--- config.mk ---
export PLATFORM = sky130hd
export DESIGN_NAME = spi_master
export DESIGN_NICKNAME = d
export VERILOG_FILES = /design/src/rtl/spi_master.sv
export SDC_FILE = /design/constraint.sdc
export NUM_CORES = 1
export LEC_CHECK = 0
export BUFFER_PORTS_ARGS = -buffer_cell sky130_fd_sc_hd__clkbuf_2
export CORE_AREA = 10 10 101 103
export DETAILED_ROUTE_END_ITERATION = 6
export DIE_AREA = 0 0 111 113
export PLACE_DENSITY = 0.44
export SLEW_MARGIN = 20
export SYNTH_ARGS = -nofsm -noshare
export SYNTH_HDL_FRONTEND = slang
export SYNTH_SLANG_ARGS = --single-unit
--- constraint.sdc ---
create_clock -name clk -period 1.65 [get_ports clk]
set_input_delay 0.2475 -clock clk [delete_from_list [all_inputs] [get_ports clk]]
set_output_delay 0.2475 -clock clk [all_outputs]
set_load 0.02 [all_outputs]
--- src/rtl/spi_master.sv ---
// spi_master: SPI mode-0 master, MSB first, one 8-bit full-duplex exchange
// per accepted start. sck idles low, ss idles high.
// Optional build macro SPI_MASTER_SS_HOLD_EN adds a 'hold' input that keeps
// ss asserted across consecutive bytes to form multi-byte frames.
module spi_master #(
  parameter int CLK_DIV = 25
) (
  input  logic       clk,
  input  logic       rst,
  input  logic       start,
  input  logic [7:0] din,
  output logic [7:0] dout,
  output logic       busy,
  output logic       done,
  output logic       sck,
  output logic       ss,
  output logic       mosi,
`ifdef SPI_MASTER_SS_HOLD_EN
  input  logic       hold,
`endif
  input  logic       miso
);

  generate
    if (CLK_DIV < 2) begin : g_bad_div
      $error("spi_master: CLK_DIV must be >= 2");
    end
  endgenerate

  localparam int            DW       = (CLK_DIV > 1) ? $clog2(CLK_DIV) : 1;
  localparam logic [DW-1:0] DIV_LAST = DW'(CLK_DIV - 1);

  typedef enum logic [2:0] {IDLE, SETUP, HIGH, LOW, TAIL, DONE} state_t;

  state_t        state;
  logic [1:0]    rst_sync;
  logic          rst_n;
  logic [7:0]    tx_sr;
  logic [7:0]    rx_sr;
  logic [2:0]    bit_cnt;
  logic [DW-1:0] div_cnt;
  logic          div_last;
`ifdef SPI_MASTER_SS_HOLD_EN
  logic          chain;
`endif

  // Reset asserts immediately, releases two clk edges after rst goes high
  always_ff @(posedge clk or negedge rst) begin
    if (!rst) rst_sync <= 2'b00;
    else      rst_sync <= {rst_sync[0], 1'b1};
  end
  assign rst_n = rst_sync[1];

  assign div_last = (div_cnt == DIV_LAST);
  // MSB of the transmit shifter is the mosi flop; it is zeroed at frame end
  assign mosi     = tx_sr[7];

  // Transfer sequencer: phase timing, shifting, handshake outputs
  always_ff @(posedge clk or negedge rst_n) begin
    if (!rst_n) begin
      state   <= IDLE;
      tx_sr   <= '0;
      rx_sr   <= '0;
      bit_cnt <= '0;
      div_cnt <= '0;
      dout    <= '0;
      busy    <= 1'b0;
      done    <= 1'b0;
      sck     <= 1'b0;
      ss      <= 1'b1;
`ifdef SPI_MASTER_SS_HOLD_EN
      chain   <= 1'b0;
`endif
    end else begin
      case (state)
        IDLE: begin
          div_cnt <= '0;
          bit_cnt <= '0;
          if (start) begin
            tx_sr <= din;
            busy  <= 1'b1;
            ss    <= 1'b0;
`ifdef SPI_MASTER_SS_HOLD_EN
            // ss is already low on a chained byte, so no setup gap is needed
            state <= chain ? LOW : SETUP;
`else
            state <= SETUP;
`endif
          end
`ifdef SPI_MASTER_SS_HOLD_EN
          else begin
            // An idle cycle without start breaks the frame
            ss    <= 1'b1;
            chain <= 1'b0;
          end
`endif
        end
        SETUP: begin
          if (div_last) begin
            div_cnt <= '0;
            sck     <= 1'b1;
            rx_sr   <= {rx_sr[6:0], miso};
            state   <= HIGH;
          end else begin
            div_cnt <= div_cnt + 1'b1;
          end
        end
        HIGH: begin
          if (div_last) begin
            div_cnt <= '0;
            sck     <= 1'b0;
            if (bit_cnt != 3'd7) begin
              tx_sr   <= {tx_sr[6:0], 1'b0};
              bit_cnt <= bit_cnt + 1'b1;
              state   <= LOW;
            end else begin
              state   <= TAIL;
            end
          end else begin
            div_cnt <= div_cnt + 1'b1;
          end
        end
        LOW: begin
          if (div_last) begin
            div_cnt <= '0;
            sck     <= 1'b1;
            rx_sr   <= {rx_sr[6:0], miso};
            state   <= HIGH;
          end else begin
            div_cnt <= div_cnt + 1'b1;
          end
        end
        TAIL: begin
          if (div_last) begin
            div_cnt <= '0;
            tx_sr   <= '0;
            dout    <= rx_sr;
            done    <= 1'b1;
            state   <= DONE;
`ifdef SPI_MASTER_SS_HOLD_EN
            ss      <= ~hold;
            chain   <= hold;
`else
            ss      <= 1'b1;
`endif
          end else begin
            div_cnt <= div_cnt + 1'b1;
          end
        end
        DONE: begin
          done  <= 1'b0;
          busy  <= 1'b0;
          state <= IDLE;
        end
        default: state <= IDLE;
      endcase
    end
  end

endmodule

# After elaboration in Yosys (flattened, before gate mapping)
# Cells that the tools add are included.
# Widths: inputs -> output; s select.
# totals
input_bits,12
register_bits,41
# classes
n_mux,24
reduce_logical,19
eq_ne,12
addsub,2
# op_table
operator,n
$mux 8,4
$pmux 8 s3,1
$mux 3,7
$pmux 3 s4,1
$reduce_bool 2->1,6
$pmux 5 s2,1
$reduce_and 3->1,3
$ne 2x2->1 const B,4
$pmux 1 s2,4
$reduce_and 2->1,4
$eq 3x2->1 const B,2
$eq 3x3->1 const B,2
$pmux 3 s2,1
$add 5x1->5 const B,1
$eq 5x5->1 const B,1
$mux 5,1
$reduce_and 5->1,1
$mux 1,4
$reduce_and 4->1,1
$reduce_or 4->1,1
$add 3x1->3 const B,1
$eq 3x1->1 const B,1
$logic_not 3->1,1
$ne 3x3->1 const B,1
other kinds (3),3

# Longest topological paths before layout
# Gate-level depths: netlist (run 1).
# depth
ltp_word,4
depth_mapped,7
mapped_depth_nobuf,6

# Least setup slack after synthesis (run 1)
# OpenSTA, ideal clock, no wires.
# synth_timing
path_type,reg-to-reg
startpoint,reg div_cnt[0]
endpoint,reg tx_sr[1]
setup_slack_ps,-14
arrival_ps,1539
stages_incl_launch_ff,7
path_buffers,0
period_less_slack_ps,1664
required_ps,1525
cell_sequence,dfrtp_1 inv_1 ha_1 nand4b_4 o32ai_4 a21oi_4 mux2_2
# synth_via
elab_chain_cells,3
# synth_rtl
element,line,source
start: declaration,41,logic [DW-1:0] div_cnt;
start signal: assignment,105,div_cnt <= div_cnt + 1'b1;
start signal: assignment,120,div_cnt <= div_cnt + 1'b1;
start signal: assignment,130,div_cnt <= div_cnt + 1'b1;
$eq 5x5->1 *,54,assign div_last = (div_cnt == DIV_LAST);
$ne 2x2->1 (no source line),-,
$reduce_and 5->1 (no source line) *,-,
end signal: assignment,80,tx_sr <= din;
end signal: assignment,113,"tx_sr <= {tx_sr[6:0], 1'b0};"
end: declaration,38,logic [7:0] tx_sr;
# Mark *: on every way between the ends. The rest lies on a longest branch, timed or not.
# A chain may end at the register's enable or synchronous reset.

# Worst setup path in the final report (run 1)
# layout_timing
startpoint,reg div_cnt[0]
endpoint,reg tx_sr[5]
# The elaborated chain is that of the path after synthesis.

==> impl_metrics.csv, run 1 <==
group,metric,value,unit
synthesis,synthArstFlopShare,100.0,%
global_route,top_usage_layer,"met2",
worst_setup_path,critical_path.max_fanout,5,
worst_setup_path,critPathSlowestCell,"dfrtp_1",
worst_setup_path,setup.worst_path.start_class,"flip-flop",
sta,slew_headroom,65.59,%
sta,min_period,1.698,ns
clocking,cts_sinks,41,
worst_setup_path,cp_num_buf_inv,1,
die,dieArea,12540,µm²
power,leakage,0.001219,µW
min_path,min_path_type,"input port to flip-flop",
clocking,clk_pin_slew_worst_paths,0.08,ns
synthesis,synth_edf_count,0,
job,cap_violations,0,
route,drtPass1Iterations,4,
sta,skew,0.003615,ns
clocking,cts_buffers,5,
synthesis,synth_area_leaders,"dfrtp_1, mux2_2, a22o_1, o21ai_0, ha_1",
cells_and_area,fin_area,2510,µm²
power,power.density,739.3,nW/µm²
sta,rsz0062_at_grt,"true",
run_status,violations,"setup timing",
cells_and_area,drive_gt1_share,46.63,%
synthesis,yosysTopAreaCellShare,52.63,%
placed_design,postPlaceCellArea,2297,µm²
route,drt_wl_total,4420,µm
clocking,htreeDepth,2,
synthesis,synthCells,154,
route,drtIter0Drc,49,
global_route,grt_use_met1,8.519,%
synthesis,seq_area_frac_synth,54.01,%
route,viasPerCell,4.358,
synthesis,syn-num-nets,170,
sta,finalHoldViolCount,0,
power,power.total,1856,µW
global_route,met3_usage,2.641,%
global_route,overflow,0,
cells_and_area,antenna_cells,0,
sta,final.setup.worst_slack,-0.04842,ns
clocking,cts_tree,"built",
global_route,grt_pass1_wl,7120,µm
global_route,grt_start_max_net_pins,40,
synthesis,yosysUniqueCellTypes,39,
synthesis,synthFlopType,"dfrtp_1",
global_route,gr-usage-all-layers,6.856,%
die,initial_core_util,23.38,%
sta,post-route-period-util,102.9,%
die,die_h,113,µm
sta,setup_viol,8,
die,coreArea,8134,µm²
synthesis,yosys.area.top_type,"dfrtp_1",
cells_and_area,layout.nets,223,
worst_setup_path,worstSetupPathType,"flip-flop to flip-flop",
sta,fmax,588.8,MHz
worst_setup_path,endpoint_kind,"flip-flop",
die,ioPinCount,25,
route,wire_per_inst,14.12,µm
clocking,clockBufferDepth,2,
worst_setup_path,arrival,1.88,ns
route,vias,1364,
cells_and_area,syn_to_final_growth,31.97,%
synthesis,yosys_warnings,0,
worst_setup_path,crit_family,"compound AO/OA/AOI/OAI gates",
worst_setup_path,crit_chain,"inv_2 -> ha_4 -> nand4b_4 -> o32ai_4 -> a21oi_4 -> mux2_4",
run_status,status,"finished with violations",
synthesis,ys_ff_latch,41,
die,fp-row-count,33,
power,vdd_ir_drop_max,0.0003157,V
worst_setup_path,required,1.83,ns
sta,slew_viol_final,0,
synthesis,synth.avg_cell_area,12.35,µm²
route,antenna_left,0,
synthesis,synth_most_common_cell,"dfrtp_1",
placed_design,gp_congestion,0.7364,
synthesis,mappedNetlistArea,1902,µm²
placed_design,dp_hpwl,3032,µm
route,drc,0,
cells_and_area,fillers,828,
die,die_x,111,µm
sta,worst_pin_slew,0.5162,ns
placed_design,port_buffers,24,
global_route,grt_use_met2,10.57,%
clocking,root_buffer,"clkbuf_8",
worst_setup_path,cpPeakStageDelay,0.39,ns
global_route,first_global_vias,1390,
clocking,clk-insertion-delay-late,0.28,ns
synthesis,netlist_top_cells_count,"dfrtp_1, mux2_2, o21ai_0, nand2_1, a22o_1",
global_route,antenna_found_initial,0,
layer usage:
metal / routed length, µm / part of all wire, %
met5: 0 / 0
met4: 30 / 0.68
met3: 161 / 3.6
met2: 2118 / 48
met1: 2109 / 48
worst reg2reg max path: stages (launching register included):
cell	delay [ns]
dfrtp_1	0.39
inv_2	0.08
ha_4	0.15
nand4b_4	0.17
o32ai_4	0.39
a21oi_4	0.11
mux2_4	0.31
sequential cells by signal, indices dropped and copies added, names as in the netlist, 2 cells and up:
name	cells
div_cnt	5
rst_sync	2
bit_cnt	3
tx_sr	8
rx_sr	8
dout	8
state	3
where the power goes:
part	internal [µW]	switching [µW]	leakage, µW
Combinational	14.7	24.3	0.000633
Sequential	1010	2.44	0.000531
Clock	454	351	0.0000554
what timing repair did:
item                                    CTS  global route
resized for setup                         1            15
hold buffers                              1             0
setup buffers                             0             4
endpoints found under the setup margin   16            28
endpoints found under the hold margin     2             0
pin swaps                                 0             1
cloned                                    0             1
metrics by stage:
step	instances	hold WS (ns)	setup TNS (ns)	worst slack (ns)	util, %
6_report	313	0.1785	-0.2370	-0.04842	30.86
5_1_grt	313	0.1766	-0.9224	-0.1160	30.86
4_1_cts	308	0.1723	-0.4662	-0.04094	29.80
3_5_place_dp	299	0.03471	-0.4902	-0.04589	28.24
3_3_place_gp	299	0.03422	-0.3158	-0.04697	28.24
2_1_floorplan	154	-0.04809	-0.00007983	-0.00007983	-
path summary, 6_finish.rpt:
kind	start	end	slack (ns)	cells past startpoint
worst max-delay path	div_cnt[0]$_DFFE_PN0P_	tx_sr[5]$_DFFE_PN0P_	-0.05	6
worst min-delay path	din[0]	tx_sr[0]$_DFFE_PN0P_	0.18	3
worst max register to register	div_cnt[0]$_DFFE_PN0P_	tx_sr[5]$_DFFE_PN0P_	-0.05	6
worst min register to register	rst_sync[1]$_DFF_PN0_	sck$_DFFE_PN0P_	0.31	1
max in group asynchronous	rst_sync[1]$_DFF_PN0_	div_cnt[4]$_DFFE_PN0P_	0.98	1
min in group asynchronous	rst	rst_sync[0]$_DFF_PN0_	0.28	2
cell usage in the layout (no fill, tap or decap), types with 4 or more instances in the layout:
cell       n
dfrtp_1   40
nand2_1    9
o21ai_0    8
buf_4     23
mux2_2    20
a21oi_1    6
clkbuf_8   5
nor2_1     4
a22o_1     8
clkbuf_2  24
nand3_1    5
cells by family after synthesis:
| family | count (synthesis) | synth area share, % |
|---|---|---|
| adders and majority gates | 4 | 2.632 |
| buffers and inverters | 11 | 2.697 |
| xor gates and xnor gates | 1 | 0.4606 |
| DFF | 41 | 54.01 |
| and+or+nand+nor | 35 | 11.05 |
| muxes | 25 | 14.67 |
| AOI/OAI and AO/OA | 36 | 14.28 |
| other | 1 | 0.1972 |
cell type report:
cell class | instances | area, µm² | area share [%]
Sequential cell | 41 | 1027 | 40.93
Multi-Input combinational cell | 103 | 883.3 | 35.19
Timing Repair Buffer | 50 | 334.1 | 13.31
Tap cell | 105 | 131.4 | 5.234
Clock buffer | 6 | 72.57 | 2.891
Clock inverter | 2 | 38.79 | 1.545
Inverter | 6 | 22.52 | 0.8973
(Power assumes the default switching activity.)
==> run 2, diff against run 1 <==
Settings changed: CORE_AREA 10 10 101 103 to 10 10 87 119, DIE_AREA 0 0 111 113 to 0 0 97 129.
Clock period 1.65 ns to 1.75 ns, I/O delays scaled along.
==> impl_metrics.csv, run 2 (synthesis gave the netlist of run 1 again) <==
group,metric,value,unit
job,cap_violations,0,
die,die_x,97,µm
route,drtIter0Drc,29,
die,initial_core_util,23.34,%
placed_design,port_buffers,24,
sta,fin_setup_tns,0,ns
placed_design,dpl.cell_count,290,
clocking,htreeDepth,2,
global_route,antenna_found_initial,0,
clocking,clockBufferDepth,2,
die,die_h,129,µm
global_route,grt_pass1_wl,7541,µm
cells_and_area,fin_util,31.05,%
cells_and_area,drive_gt1_share,45.32,%
worst_setup_path,critical_path.max_fanout,9,
cells_and_area,layout_commonest_cell,"dfrtp_1",
route,wire_per_inst,14.23,µm
route,drc,0,
clocking,root_buffer,"clkbuf_16",
sta,whs,0.2041,ns
cells_and_area,largestRegisters,"dout: 8 flops, rx_sr: 8 flops, tx_sr: 8 flops",
global_route,grt_start_max_net_pins,24,
worst_setup_path,worstSetupPathType,"flip-flop to flip-flop",
route,antenna_left,0,
sta,slew_viol_final,0,
sta,finalHoldViolCount,0,
die,ioPinCount,25,
sta,post-route-period-util,96.22,%
worst_setup_path,required,1.92,ns
route,drtPass1Iterations,4,
clocking,clk-insertion-delay-late,0.28,ns
global_route,overflow,0,
route,viasPerCell,4.436,
power,power.density,811.6,nW/µm²
cells_and_area,final_cell_count_no_fill,305,
clocking,clk_pin_slew_worst_paths,0.06,ns
cells_and_area,mostFrequentLayoutCells,"dfrtp_1, clkbuf_2, mux2_2, buf_4, o21ai_0",
worst_setup_path,arrival,1.85,ns
cells_and_area,layout.nets,218,
worst_setup_path,critPathSlowestCell,"dfrtp_1",
die,coreArea,8149,µm²
sta,fmax,593.9,MHz
sta,min_period,1.684,ns
die,dieArea,12510,µm²
global_route,gr-usage-all-layers,7.259,%
power,vdd_ir_drop_max,0.0003793,V
sta,setup_viol,0,
sta,skew,0.004418,ns
worst_setup_path,cpPeakStageDelay,0.39,ns
placed_design,dp_hpwl,3071,µm
run_status,status,"finished, final reports clean",
clocking,cts_buffers,5,
clocking,cts_tree,"built",
worst_setup_path,endpoint_kind,"flip-flop",
clocking,cts_sinks,41,
worst_setup_path,setup.worst_path.start_class,"flip-flop",
min_path,min_path_type,"input port to flip-flop",
power,leakage,0.001214,µW
route,vias,1353,
die,fp-row-count,39,
route,drt_wl_total,4341,µm
worst_setup_path,crit_chain,"inv_2 -> ha_4 -> nand4b_4 -> buf_6 -> nor3_4 -> buf_12 -> mux2_2",
cells_and_area,antenna_cells,0,
cells_and_area,syn_to_final_growth,33.03,%
placed_design,gp_congestion,0.7250,
global_route,first_global_vias,1486,
[run 2: changes by cell type in the layout (fill, tap and decap cells not counted), moves of 2 or more]
cell / change
mux2_4: -3
o21ai_1: -2
mux2_2: +3
o21ai_0: +2
clkbuf_16: +5
clkbuf_8: -5
buf_4: -5
[run 2: routing by layer]
metal | track usage [%] | wire length [µm] | vias to the layer above
li1 | - | - | 655
met1 | 8.318 | 1968 | 673
met2 | 12.30 | 2152 | 20
met3 | 2.357 | 158 | 5
met4 | 2.785 | 61 | 0
met5 | 0 | 0 | -
[run 2: path summary, 6_finish.rpt]
check / startpoint / endpoint / slack (ns) / cells past startpoint
max reg2reg: div_cnt[0]$_DFFE_PN0P_ / rx_sr[7]$_DFFE_PN0P_ / 0.07 / 7
max: div_cnt[0]$_DFFE_PN0P_ / rx_sr[7]$_DFFE_PN0P_ / 0.07 / 7
min: din[0] / tx_sr[0]$_DFFE_PN0P_ / 0.20 / 3
min reg2reg: rst_sync[1]$_DFF_PN0_ / bit_cnt[1]$_DFFE_PN0P_ / 0.21 / 1
max in group asynchronous: rst_sync[1]$_DFF_PN0_ / ss$_DFFE_PN1P_ / 1.21 / 1
min in group asynchronous: rst_sync[1]$_DFF_PN0_ / bit_cnt[1]$_DFFE_PN0P_ / 0.21 / 1
[run 2: where the power goes]
group	internal, µW	leakage (µW)	switching (µW)
sequential	953	0.000531	2.48
combinational	14.7	0.000603	22.5
clock	675	0.0000800	386
total	1640	0.00121	411
[run 2: what timing repair did]
action | CTS | global route
buffers inserted | 4 | 1
hold buffers | 1 | 0
setup endpoints to repair | 15 | 27
pin swaps | 1 | 1
gates resized for setup | 4 | 9
gates cloned | 1 | 0
endpoints found under the hold margin | 2 | 0
[run 2: critical path: cells and delay by family (launching register included)]
kind	cells	cell delay, ns
adders and majority gates	1	0.15
buffers and inverters	3	0.41
muxes	1	0.33
and+or+nand+nor	2	0.29
DFF	1	0.39
[run 2: metrics by stage]
stage | setup slack [ns] | power, µW | cell area [µm²]
floorplan | 0.08625 | 986.5 | 1902
global placement | 0.02421 | 1010 | 2246
detailed placement | -0.01106 | 1010 | 2246
CTS | 0.008244 | 2095 | 2479
global route | -0.008157 | 2125 | 2530
finish | 0.06618 | 2053 | 2530
[run 2: layout make-up]
type / count / area (µm²)
fillers: 825 / 5619
flip-flops and latches: 41 / 1027
well taps: 102 / 127.6
clock inverters: 3 / 46.29
inverters: 6 / 22.52
multi-input cells: 103 / 884.6
clock buffers: 5 / 125.1
repair buffers: 45 / 296.5
